===== src/rtl/target_locator.sv =====
// Colour-window target locator: classifies pixels against a shadowed RGB window and publishes a
// per-frame bounding box and count. The stream is forwarded 2 clocks late; TARGET_OVERLAY_EN draws the box.
module target_locator #(
  parameter int H_ACT   = 1280,
  parameter int V_ACT   = 720,
  parameter int MIN_PIX = 64,
  localparam int XW = $clog2(H_ACT),
  localparam int YW = $clog2(V_ACT),
  localparam int PW = 3*8 + 4 + XW + YW,
  localparam int CW = $clog2(H_ACT*V_ACT + 1)
) (
  input  logic          clk,
  input  logic          rst,
  input  logic [PW-1:0] i_pack,
  input  logic          en,
  input  logic [23:0]   th_lo,
  input  logic [23:0]   th_hi,
  output logic [PW-1:0] o_pack,
  output logic [XW-1:0] box_x0,
  output logic [XW-1:0] box_x1,
  output logic [YW-1:0] box_y0,
  output logic [YW-1:0] box_y1,
  output logic [CW-1:0] box_cnt,
  output logic          box_valid,
  output logic          box_upd,
  output logic [1:0]    fsm_state
);

  // Packed field offsets, LSB first: y, x, b, g, r, de, vsync, hsync, clk.
  localparam int PY  = 0;
  localparam int PX  = YW;
  localparam int PB  = YW + XW;
  localparam int PG  = PB + 8;
  localparam int PR  = PG + 8;
  localparam int PDE = PR + 8;
  localparam int PVS = PDE + 1;

  typedef enum logic [1:0] {IDLE = 2'd0, ARM = 2'd1, ACCUM = 2'd2} state_t;

  state_t        state;
  logic [PW-1:0] s1_pack;
  logic          s1_match;
  logic          vs2;
  logic [23:0]   sh_lo, sh_hi;
  logic [23:0]   lo_eff, hi_eff;
  logic [7:0]    in_r, in_g, in_b;
  logic          hit, fs;
  logic [XW-1:0] s1_x, min_x, max_x;
  logic [YW-1:0] s1_y, min_y, max_y;
  logic [CW-1:0] cnt;
  logic          acc_clr, acc_inc, publish, outline;

  assign fsm_state = state;
  assign s1_x = s1_pack[PX +: XW];
  assign s1_y = s1_pack[PY +: YW];
  // Frame start is the vsync rising edge seen on the stage-1 copy.
  assign fs = s1_pack[PVS] & ~vs2;

  // The window for the pixel entering stage 1 during a frame start already belongs to the new frame.
  always_comb begin
    lo_eff = fs ? th_lo : sh_lo;
    hi_eff = fs ? th_hi : sh_hi;
    in_r   = i_pack[PR +: 8];
    in_g   = i_pack[PG +: 8];
    in_b   = i_pack[PB +: 8];
    hit    = i_pack[PDE]
          && (in_r >= lo_eff[23:16]) && (in_r <= hi_eff[23:16])
          && (in_g >= lo_eff[15:8])  && (in_g <= hi_eff[15:8])
          && (in_b >= lo_eff[7:0])   && (in_b <= hi_eff[7:0]);
  end

  // No backpressure: one pixel enters and one leaves every clock.
  always_ff @(posedge clk or posedge rst) begin
    if (rst) begin
      s1_pack  <= '0;
      s1_match <= 1'b0;
      vs2      <= 1'b0;
      sh_lo    <= '0;
      sh_hi    <= '0;
    end else begin
      s1_pack  <= i_pack;
      s1_match <= hit;
      vs2      <= s1_pack[PVS];
      if (fs) begin
        sh_lo <= th_lo;
        sh_hi <= th_hi;
      end
    end
  end

`ifdef TARGET_OVERLAY_EN
  logic in_xr, in_yr;
  always_comb begin
    in_xr   = (s1_x >= box_x0) && (s1_x <= box_x1);
    in_yr   = (s1_y >= box_y0) && (s1_y <= box_y1);
    outline = box_valid && ((in_xr && (s1_y == box_y0 || s1_y == box_y1)) ||
                            (in_yr && (s1_x == box_x0 || s1_x == box_x1)));
  end
`else
  assign outline = 1'b0;
`endif

  always_ff @(posedge clk or posedge rst) begin
    if (rst) o_pack <= '0;
    else if (outline) o_pack <= {s1_pack[PW-1:PDE], 24'hFF0000, s1_pack[PB-1:0]};
    else o_pack <= s1_pack;
  end

  // A pixel sitting in stage 1 during a frame start is dropped from both frames.
  assign acc_clr = !en || (state != ACCUM) || fs;
  assign acc_inc = !acc_clr && s1_match;
  assign publish = en && (state == ACCUM) && fs;

  always_ff @(posedge clk or posedge rst) begin
    if (rst) begin
      min_x <= XW'(H_ACT - 1);
      max_x <= '0;
      min_y <= YW'(V_ACT - 1);
      max_y <= '0;
      cnt   <= '0;
    end else if (acc_clr) begin
      min_x <= XW'(H_ACT - 1);
      max_x <= '0;
      min_y <= YW'(V_ACT - 1);
      max_y <= '0;
      cnt   <= '0;
    end else if (acc_inc) begin
      if (s1_x < min_x) min_x <= s1_x;
      if (s1_x > max_x) max_x <= s1_x;
      if (s1_y < min_y) min_y <= s1_y;
      if (s1_y > max_y) max_y <= s1_y;
      if (cnt != '1) cnt <= cnt + 1'b1;
    end
  end

  always_ff @(posedge clk or posedge rst) begin
    if (rst) begin
      state     <= IDLE;
      box_x0    <= '0;
      box_x1    <= '0;
      box_y0    <= '0;
      box_y1    <= '0;
      box_cnt   <= '0;
      box_valid <= 1'b0;
      box_upd   <= 1'b0;
    end else begin
      box_upd <= 1'b0;
      if (!en) begin
        state <= IDLE;
      end else begin
        case (state)
          IDLE:    state <= ARM;
          ARM:     if (fs) state <= ACCUM;
          ACCUM:   state <= ACCUM;
          default: state <= IDLE;
        endcase
      end
      if (publish) begin
        box_cnt <= cnt;
        box_upd <= 1'b1;
        if (cnt >= CW'(MIN_PIX)) begin
          box_x0    <= min_x;
          box_x1    <= max_x;
          box_y0    <= min_y;
          box_y1    <= max_y;
          box_valid <= 1'b1;
        end else begin
          box_valid <= 1'b0;
        end
      end
    end
  end

endmodule


===== config.mk =====
export PLATFORM = sky130hd
export DESIGN_NAME = target_locator
export DESIGN_NICKNAME = d
export VERILOG_FILES = /design/src/rtl/target_locator.sv
export SDC_FILE = /design/constraint.sdc
export NUM_CORES = 1
export LEC_CHECK = 0
export ABC_AREA = 1
export CELL_PAD_IN_SITES_DETAIL_PLACEMENT = 2
export CELL_PAD_IN_SITES_GLOBAL_PLACEMENT = 2
export CORE_MARGIN = 4
export CORE_UTILIZATION = 33
export DETAILED_ROUTE_END_ITERATION = 8
export PLACE_DENSITY = 0.9
export SLEW_MARGIN = 0
export SYNTH_ARGS = -nofsm -noshare
export SYNTH_HDL_FRONTEND = slang
export SYNTH_SLANG_ARGS = --single-unit

===== constraint.sdc =====
create_clock -name clk -period 10.7 [get_ports clk]
set_input_delay 2.14 -clock clk [delete_from_list [all_inputs] [get_ports clk]]
set_output_delay 2.14 -clock clk [all_outputs]
set_load 0.1 [all_outputs]

==> qor.yml, run 1 <==
worst_setup_path:
  worstPathArrival_ns: 2.09
  r2r_start: "o_pack[46]$_DFF_PP0_"
  cp_slowest_stage_delay_ns: 1.16
  reg2reg_depth: 15
  crit_chain: "clkdlybuf4s50_1"
  critPathTopFamily: "buffers and inverters"
  start_kind: "flip-flop"
  crit_path_top_delay_cell: "clkdlybuf4s50_1"
  end_kind: "output pin"
  worstPathRequired_ns: 8.56
  crit_fanout: 2
  crit-reg2reg-capture: "s1_match$_DFF_PP0_"
  critPathKind: "flip-flop to output pin"
  crit_buf_inv: 1
  reg2reg_slack_ns: 7.62
sta:
  fmax_ghz: 0.2364
  worst_pin_slew_ns: 1.073
  period_share_pct: 39.53
  max_slew_margin_pct: 28.22
  final_hold_viol_count: 0
  clock_skew_ns: 0.02256
  rsz0062_at_grt: "no"
  fin_tns_setup_ns: 0
  slew_viol_final: 0
  setup_viol: 0
  finalCriticalPeriod_ns: 4.230
  holdWs_ns: 0.3468
floorplanning:
  die_h_um: 199.0
  start_util_pct: 33.69
  die_area_sq_um: 39610
  pin_count: 215
  core_sq_um: 35740
  die_w_um: 199.0
  rows: 69
pwr:
  p_sw_w: 0.001037
  internal_power_w: 0.002079
  ir_worst_vdd_mv: 0.1372
  p_clk_share_pct: 38.7
  p_leak_nw: 7.370
  combPwrFrac_pct: 23.5
  seqPwrFrac_pct: 37.8
  sw_frac_of_total_pct: 33.28
  power.density_nw_per_um2: 196.8
clock_tree:
  clk_pin_slew_ns: 0.05
  cts_resized: 0
  cts_hold_buf: 0
  clk_path_buf_depth: 3
  cts_tree: "yes"
  cts_setup_buffers: 0
  h-tree-depth: 2
  clk_latency_ns: 0.52
  ctsRootBufferMaster: "clkbuf_16"
  cts.sinks: 275
  cts_buffers: 34
routing:
  dr.pass1.iters: 4
  via_count: 9590
  drt_iter0_markers: 337
  postRouteAntennaNets: 0
  wire_per_inst_um: 20.80
  drc: 0
  via_per_inst: 4.931
  routed_wl_mm: 40.45
grt:
  grt_start_max_net_pins: 148
  grt_pass1_vias: 11464
  antenna_found_initial: 5
  grt_use_total_pct: 20.77
  overflow: 0
  grt_pass1_wl_mm: 64.92
synthesis:
  ys_seq_area_share_pct: 57.32
  ys_ff_latch: 275
  synth-compound-area-share_pct: 8.229
  netlist.area_leader.share_pct: 53.82
  syn_avg_cell_area_sq_um: 9.680
  synth_mux_area_share_pct: 0.3741
  synth.distinct_cells: 36
  yosys-top-cells-count: "nand2_1, dfrtp_1, inv_1"
  synth_top_family_by_area: "simple AND/OR/NAND/NOR gates"
  synth-main-ff-cell: "dfrtp_1"
  synth_area_sq_um: 12040
  postSynthCellCount: 1244
  yosysMostFrequentCell: "nand2_1"
  syn_nets: 1437
  synth_area_leaders: "dfrtp_1, ha_1, nand2_1"
  yosys.area_share.simple_pct: 17.09
  synth_edf_count: 0
  synth_area_leader_cell: "dfrtp_1"
  synthAdderAreaFrac_pct: 9.663
  async_flop_share_pct: 100.0
  yosysWarnings: 0
  synth-xor-area-share_pct: 0.9456
final_layout:
  drive_above_1_share_pct: 8.839
  final_area_sq_um: 15830
  syn_to_final_growth_pct: 31.48
  regArea_sq_um: 6902
  multi_input_area_sq_um: 4382
  nets: 1653
  finish.utilization_pct: 44.30
  nFillCells: 3726
worst_hold_path:
  hold_end: "o_pack[40]$_DFF_PP0_"
  hold_path_depth: 0
  hold_path.class: "flip-flop to flip-flop"
  min-delay-start: "s1_pack[40]$_DFF_PP0_"
placement:
  dpl.hpwl_mm: 27.60
  globalplace.congestion: 0.8313
  portBuffers: 214
  postPlaceCellArea_sq_um: 14660
status:
  outcome: "completed"
job:
  cap_violations: 0
==> stage by stage <==
| step | total power (W) | instances | setup slack [ns] |
|---|---|---|---|
| detailed placement | 0.001919 | 1885 | 6.202 |
| CTS | 0.003167 | 1943 | 6.412 |
| global route | 0.003265 | 1944 | 6.384 |
| global placement | 0.001878 | 1885 | 6.338 |
| finish | 0.003117 | 1945 | 6.470 |
| floorplan | 0.001686 | 1244 | 1.006 |
==> cells in the final DEF, fill, tap and decap left out, types with 3 or more instances in the layout <==
cell type,count
clkdlybuf4s50_1,214
nor3_1,9
bufinv_16,4
o21ai_0,126
nor2_4,4
clkbuf_8,11
inv_1,152
nand4_1,17
clkbuf_1,5
a21o_1,5
a21oi_1,49
clkbuf_16,34
or2_2,36
nor2_1,69
dfrtp_1,259
dfstp_2,16
nand3_1,64
mux2_2,4
ha_1,93
o21a_1,3
buf_4,5
clkinv_2,3
xor2_1,13
nand2_1,263
==> cell type report <==
type                            count  area share, %
Sequential cell                   275          43.59
Multi-Input combinational cell    773          27.68
Timing Repair Buffer              220          13.89
Clock buffer                       50          6.449
Inverter                          156          3.762
Tap cell                          461          3.643
Clock inverter                      8         0.9562
Antenna cell                        2        0.03161
==> per-layer routing <==
layer  share of wire (%)  global-route usage [%]  routed length (um)  vias to the layer above
met2                  53                   38.80               21380                      205
met1                  38                   22.86               15540                     4863
met3                 6.3                   6.114                2534                       73
met4                 2.3                   5.699                 943                        8
li1                    -                       -                   -                     4441
met5                0.13                       0                  54                        -
==> power by group through the flow <==
stage          Combinational (W)  Clock (W)  Sequential (W)
2_1_floorplan           0.000198          0         0.00149
3_3_place_gp            0.000694          0         0.00118
3_5_place_dp            0.000727          0         0.00119
4_1_cts                 0.000744    0.00124         0.00118
5_1_grt                 0.000788    0.00129         0.00119
6_report                0.000732    0.00121         0.00118
==> flip-flops by register name, summed over array words and instances, names as in the netlist, 20 cells and up <==
name     count
cnt         20
o_pack      49
sh_lo       24
sh_hi       24
s1_pack     49
box_cnt     20
==> how the worst max path moves through the flow <==
stage / slack (ns) / depth (start not counted) / from / end
after detailed placement: 6.20 / 6 / en / max_x[5]$_DFFE_PP0P_
after CTS: 6.41 / 1 / box_valid$_DFFE_PP0P_ / box_valid
after global routing: 6.38 / 1 / box_valid$_DFFE_PP0P_ / box_valid
final: 6.47 / 1 / o_pack[46]$_DFF_PP0_ / o_pack[46]
after floorplan: 1.01 / 1 / rst / box_cnt[0]$_DFFE_PP0P_
after global placement: 6.34 / 9 / en / cnt[9]$_DFFE_PP0P_
==> logic make-up after synthesis <==
family	count (synthesis)
DFF	275
adders and majority gates	93
and+or+nand+nor	472
buffers and inverters	196
AOI/OAI and AO/OA	191
muxes	4
xor gates and xnor gates	13
Power figures use the tool's default switching activity.
==> inputs of run 2 (changes only) <==
==> constraint.sdc (replaced) <==
create_clock -name clk -period 4.3 [get_ports clk]
set_input_delay 0.86 -clock clk [delete_from_list [all_inputs] [get_ports clk]]
set_output_delay 0.86 -clock clk [all_outputs]
set_load 0.1 [all_outputs]
==> qor.yml, run 2 (synthesis gave the netlist of run 1 again) <==
clock_tree:
  cts.sinks: 275
  clk_pin_slew_ns: 0.06
  clk_path_buf_depth: 3
  clk_latency_ns: 0.59
  cts_resized: 0
  ctsRootBufferMaster: "clkbuf_16"
  h-tree-depth: 1
  cts_buffers: 31
  cts_setup_buffers: 0
  cts_hold_buf: 0
  cts_tree: "yes"
sta:
  clock_skew_ns: 0.02132
  period_share_pct: 73.29
  finalCriticalPeriod_ns: 3.152
  max_slew_margin_pct: 27.30
  fmax_ghz: 0.3173
  worst_pin_slew_ns: 1.087
  setup_viol: 0
  slew_viol_final: 0
  fin_tns_setup_ns: 0
  final_hold_viol_count: 0
  rsz0062_at_grt: "no"
worst_hold_path:
  min-delay-start: "s1_pack[22]$_DFF_PP0_"
  hold_end: "o_pack[22]$_DFF_PP0_"
  hold_path_depth: 0
  hold_path.class: "flip-flop to flip-flop"
routing:
  drc: 0
  dr.pass1.iters: 4
  via_per_inst: 4.909
  postRouteAntennaNets: 0
  wire_per_inst_um: 20.33
  drt_iter0_markers: 360
  via_count: 9568
  routed_wl_mm: 39.62
worst_setup_path:
  reg2reg_depth: 17
  crit-reg2reg-capture: "s1_match$_DFF_PP0_"
  worstPathArrival_ns: 3.66
  critPathKind: "flip-flop to flip-flop"
  end_kind: "flip-flop"
  worstSetupStartpoint: "s1_pack[46]$_DFF_PP0_"
  worstPathRequired_ns: 4.81
  r2r_start: "s1_pack[46]$_DFF_PP0_"
  crit_fanout: 35
  start_kind: "flip-flop"
  reg2reg_slack_ns: 1.15
final_layout:
  reg_top3: "o_pack x49, s1_pack x49"
  syn_to_final_growth_pct: 30.56
  finish.utilization_pct: 43.99
  regArea_sq_um: 6902
  layout_commonest_cell: "nand2_1"
  drive_above_1_share_pct: 8.681
  nFillCells: 3778
  multi_input_area_sq_um: 4382
  final_cell_mix: "nand2_1, dfrtp_1, clkdlybuf4s50_1"
  nets: 1655
floorplanning:
  core_sq_um: 35740
  start_util_pct: 33.69
  die_h_um: 199.0
  die_area_sq_um: 39610
  pin_count: 215
  rows: 69
  die_w_um: 199.0
grt:
  antenna_found_initial: 6
  grt_pass1_wl_mm: 63.16
  overflow: 0
  grt_pass1_vias: 11217
  grt_start_max_net_pins: 108
  grt_use_total_pct: 20.12
pwr:
  combPwrFrac_pct: 24.5
  internal_power_w: 0.004883
  p_clk_share_pct: 36.1
  ir_worst_vdd_mv: 0.3245
  p_leak_nw: 7.316
  power.density_nw_per_um2: 472.2
  p_sw_w: 0.002541
  total_power_w: 0.007424
  sw_frac_of_total_pct: 34.23
  seqPwrFrac_pct: 39.4
placement:
  globalplace.congestion: 0.8180
  portBuffers: 214
  dpl.hpwl_mm: 28.27
status:
  outcome: "completed"
job:
  cap_violations: 0
==> run 2: changes by cell type in the layout (fill, tap and decap cells not counted), sizes merged <==
cell	before	now
bufinv	4	2
buf	6	11
clkinvlp	0	1
==> run 2: power by group through the flow <==
stage,registers [W],logic (W),clock network [W]
6_report,0.00292,0.00182,0.00268
5_1_grt,0.00294,0.00196,0.00288
4_1_cts,0.00292,0.00185,0.00276
3_5_place_dp,0.00297,0.00182,0
3_3_place_gp,0.00295,0.00173,0
2_1_floorplan,0.00370,0.000494,0
==> run 2: critical path: stages, from the launching register on <==
cell and delay [ns]:
dfrtp_1 0.38, inv_1 0.10, nor2_4 0.04, inv_1 0.60, buf_4 0.46, nand2_1 0.11
o21ai_0 0.13, inv_1 0.07, ha_1 0.30, a21oi_1 0.23, nand2_1 0.10, nand2_1 0.08
nand2_1 0.06, nand2_1 0.07, nand2_1 0.07, inv_1 0.06, nand3_1 0.08, nor2_1 0.10
==> run 2: worst max-delay path by stage <==
| stage | end | depth (start not counted) |
|---|---|---|
| floorplan | box_cnt[0]$_DFFE_PP0P_ | 1 |
| global placement | cnt[9]$_DFFE_PP0P_ | 9 |
| detailed placement | cnt[11]$_DFFE_PP0P_ | 9 |
| CTS | s1_match$_DFF_PP0_ | 19 |
| global route | s1_match$_DFF_PP0_ | 17 |
| finish | s1_match$_DFF_PP0_ | 17 |
==> run 2: final cells by class <==
type / instances / area share, %
repair buffers: 225 / 14.23
multi-input cells: 773 / 27.87
well taps: 461 / 3.669
flip-flops and latches: 275 / 43.90
clock inverters: 7 / 0.6367
diodes: 2 / 0.03183
clock buffers: 50 / 5.897
inverters: 156 / 3.764
==> run 2: metrics by stage <==
stage          hold slack [ns]  instances  cell area (sq um)  setup WS [ns]
2_1_floorplan           0.3312       1244              12050        -0.1843
3_3_place_gp            0.3316       1890              14690          1.223
3_5_place_dp            0.3356       1890              14690          1.080
4_1_cts                 0.3317       1947              15720          1.139
5_1_grt                 0.3555       1948              15720         0.7809
6_report                0.3385       1949              15720          1.148
==> run 2: layer usage <==
metal	wire length [um]	vias to the layer above	track usage (%)
met3	2174	74	5.166
li1	-	4425	-
met5	66	-	0
met1	15510	4860	22.90
met4	915	10	4.762
met2	20950	199	37.64
==> inputs of run 3 (changes only) <==
--- a/config.mk
+++ b/config.mk
@@ -9,9 +9,9 @@
 export CELL_PAD_IN_SITES_DETAIL_PLACEMENT = 2
 export CELL_PAD_IN_SITES_GLOBAL_PLACEMENT = 2
 export CORE_MARGIN = 4
-export CORE_UTILIZATION = 33
+export CORE_UTILIZATION = 30
 export DETAILED_ROUTE_END_ITERATION = 8
-export PLACE_DENSITY = 0.9
+export PLACE_DENSITY = 0.87
 export SLEW_MARGIN = 0
 export SYNTH_ARGS = -nofsm -noshare
 export SYNTH_HDL_FRONTEND = slang
==> constraint.sdc (replaced) <==
create_clock -name clk -period 2.8 [get_ports clk]
set_input_delay 0.56 -clock clk [delete_from_list [all_inputs] [get_ports clk]]
set_output_delay 0.56 -clock clk [all_outputs]
set_load 0.1 [all_outputs]
==> qor.yml, run 3 (synthesis gave the netlist of run 1 again) <==
sta:
  fmax_ghz: 0.4101
  period_share_pct: 87.08
  final_hold_viol_count: 0
  setup_viol: 0
  setup_slack_ns: 0.3617
  finalCriticalPeriod_ns: 2.438
  holdWs_ns: 0.3157
  slew_viol_final: 0
  max_slew_margin_pct: 50.18
  worst_pin_slew_ns: 0.7473
  rsz0062_at_grt: "no"
  clock_skew_ns: 0.01636
worst_setup_path:
  critPathKind: "flip-flop to flip-flop"
  crit_chain: "nor2_4, buf_4, or2_2, o21ai_0, ha_1, nand2_1, nor2_1, nand3_1, nor2_1, a21oi_1, nor2_1, nand3_1, nor2_1"
  critPathTopFamily: "simple AND/OR/NAND/NOR gates"
  crit_path_top_delay_cell: "dfrtp_1"
  critical_path.most_common_cell: "nor2_1"
  start_kind: "flip-flop"
  end_kind: "flip-flop"
  crit_fanout: 26
  crit_buf_inv: 1
  worstPathArrival_ns: 2.90
  worstPathRequired_ns: 3.26
  cp_slowest_stage_delay_ns: 0.41
grt:
  grt_pass1_vias: 11238
  antenna_found_initial: 4
  grt_pass1_wl_mm: 62.73
  grt_use_total_pct: 17.98
  grt_start_max_net_pins: 105
  overflow: 0
pwr:
  ir_worst_vdd_mv: 0.7289
  p_leak_nw: 7.611
  power.density_nw_per_um2: 744.3
floorplanning:
  start_util_pct: 30.31
  core_sq_um: 39730
  die_area_sq_um: 43410
  die_h_um: 208.3
  die_w_um: 208.3
  rows: 73
  pin_count: 215
status:
  outcome: "completed"
job:
  cap_violations: 0
clock_tree:
  cts_tree: "yes"
  cts_hold_buf: 0
  ctsRootBufferMaster: "clkbuf_16"
  clk_path_buf_depth: 3
  cts_buffers: 35
  clk_latency_ns: 0.53
  cts_setup_buffers: 0
  cts_resized: 0
  h-tree-depth: 2
  cts.sinks: 275
  clk_pin_slew_ns: 0.06
routing:
  dr.pass1.iters: 4
  routed_wl_mm: 38.78
  wire_per_inst_um: 19.12
  drc: 0
  postRouteAntennaNets: 0
  via_count: 9622
  drt_iter0_markers: 398
  via_per_inst: 4.745
final_layout:
  layout_commonest_cell: "nand2_1"
  num_antenna_cells: 0
  syn_to_final_growth_pct: 30.90
  final_cell_mix: "nand2_1, dfrtp_1, inv_1"
  drive_above_1_share_pct: 17.30
  final_area_sq_um: 15760
  reg_top3: "o_pack x49, s1_pack x49"
  nets: 1672
placement:
  preCtsSetupSlack_ns: 0.1325
  dpl.hpwl_mm: 27.98
  globalplace.congestion: 0.8003
  postPlaceCellArea_sq_um: 14640
  portBuffers: 214
worst_hold_path:
  hold_path.class: "input port to async pin"
## run 3: cell types whose count changed in the layout (fill, tap and decap cells not counted), moves of 2 or more
cell / before / now
buf_4: 10 / 133
clkdlybuf4s50_1: 214 / 99
buf_12: 1 / 6
clkbuf_8: 8 / 3
clkbuf_16: 31 / 35
bufinv_16: 2 / 4
clkinv_2: 4 / 6
diode_2: 2 / 0
## run 3: where the power goes
| group | total [W] | internal [W] | switching, W | leakage (nW) |
|---|---|---|---|---|
| combinational | 0.00274 | 0.000709 | 0.00203 | 3.66 |
| clock | 0.00450 | 0.00276 | 0.00174 | 0.552 |
| sequential | 0.00450 | 0.00432 | 0.000179 | 3.40 |
| total | 0.0117 | 0.00778 | 0.00395 | 7.61 |
## run 3: routing by layer
| metal | share of wire (%) | global-route usage [%] | vias to the layer above |
|---|---|---|---|
| li1 | - | - | 4478 |
| met1 | 40 | 20.75 | 4866 |
| met2 | 52 | 32.70 | 196 |
| met3 | 5.8 | 4.735 | 74 |
| met4 | 2.5 | 5.300 | 8 |
| met5 | 0.12 | 0 | - |
## run 3: worst paths after layout
check,startpoint,depth (start not counted),to,slack [ns]
max,o_pack[46]$_DFF_PP0_,13,s1_match$_DFF_PP0_,0.36
min,rst,2,sh_hi[3]$_DFF_PP0_,0.32
max reg2reg,o_pack[46]$_DFF_PP0_,13,s1_match$_DFF_PP0_,0.36
min reg2reg,s1_pack[48]$_DFF_PP0_,0,o_pack[48]$_DFF_PP0_,0.34
max in group asynchronous,rst,3,box_cnt[0]$_DFFE_PP0P_,1.60
min in group clk,s1_pack[48]$_DFF_PP0_,0,o_pack[48]$_DFF_PP0_,0.34
## run 3: area by class of cell
type	count	area (sq um)
inverter	156	591.8
multi-input combinational	773	4382
timing repair buffer	238	2110
sequential	275	6902
fill	4291	23970
tap	525	656.9
clock buffer	50	962.2
clock inverter	11	158.9
## run 3: stage by stage
stage,TNS [ns],power (W),instances,util [%]
2_1_floorplan,-365.27,0.006444,1244,-
3_3_place_gp,0,0.007163,1967,36.85
3_5_place_dp,0,0.007315,1967,36.85
4_1_cts,0,0.01193,2028,39.67
5_1_grt,0,0.01231,2028,39.67
6_report,0,0.01173,2028,39.67
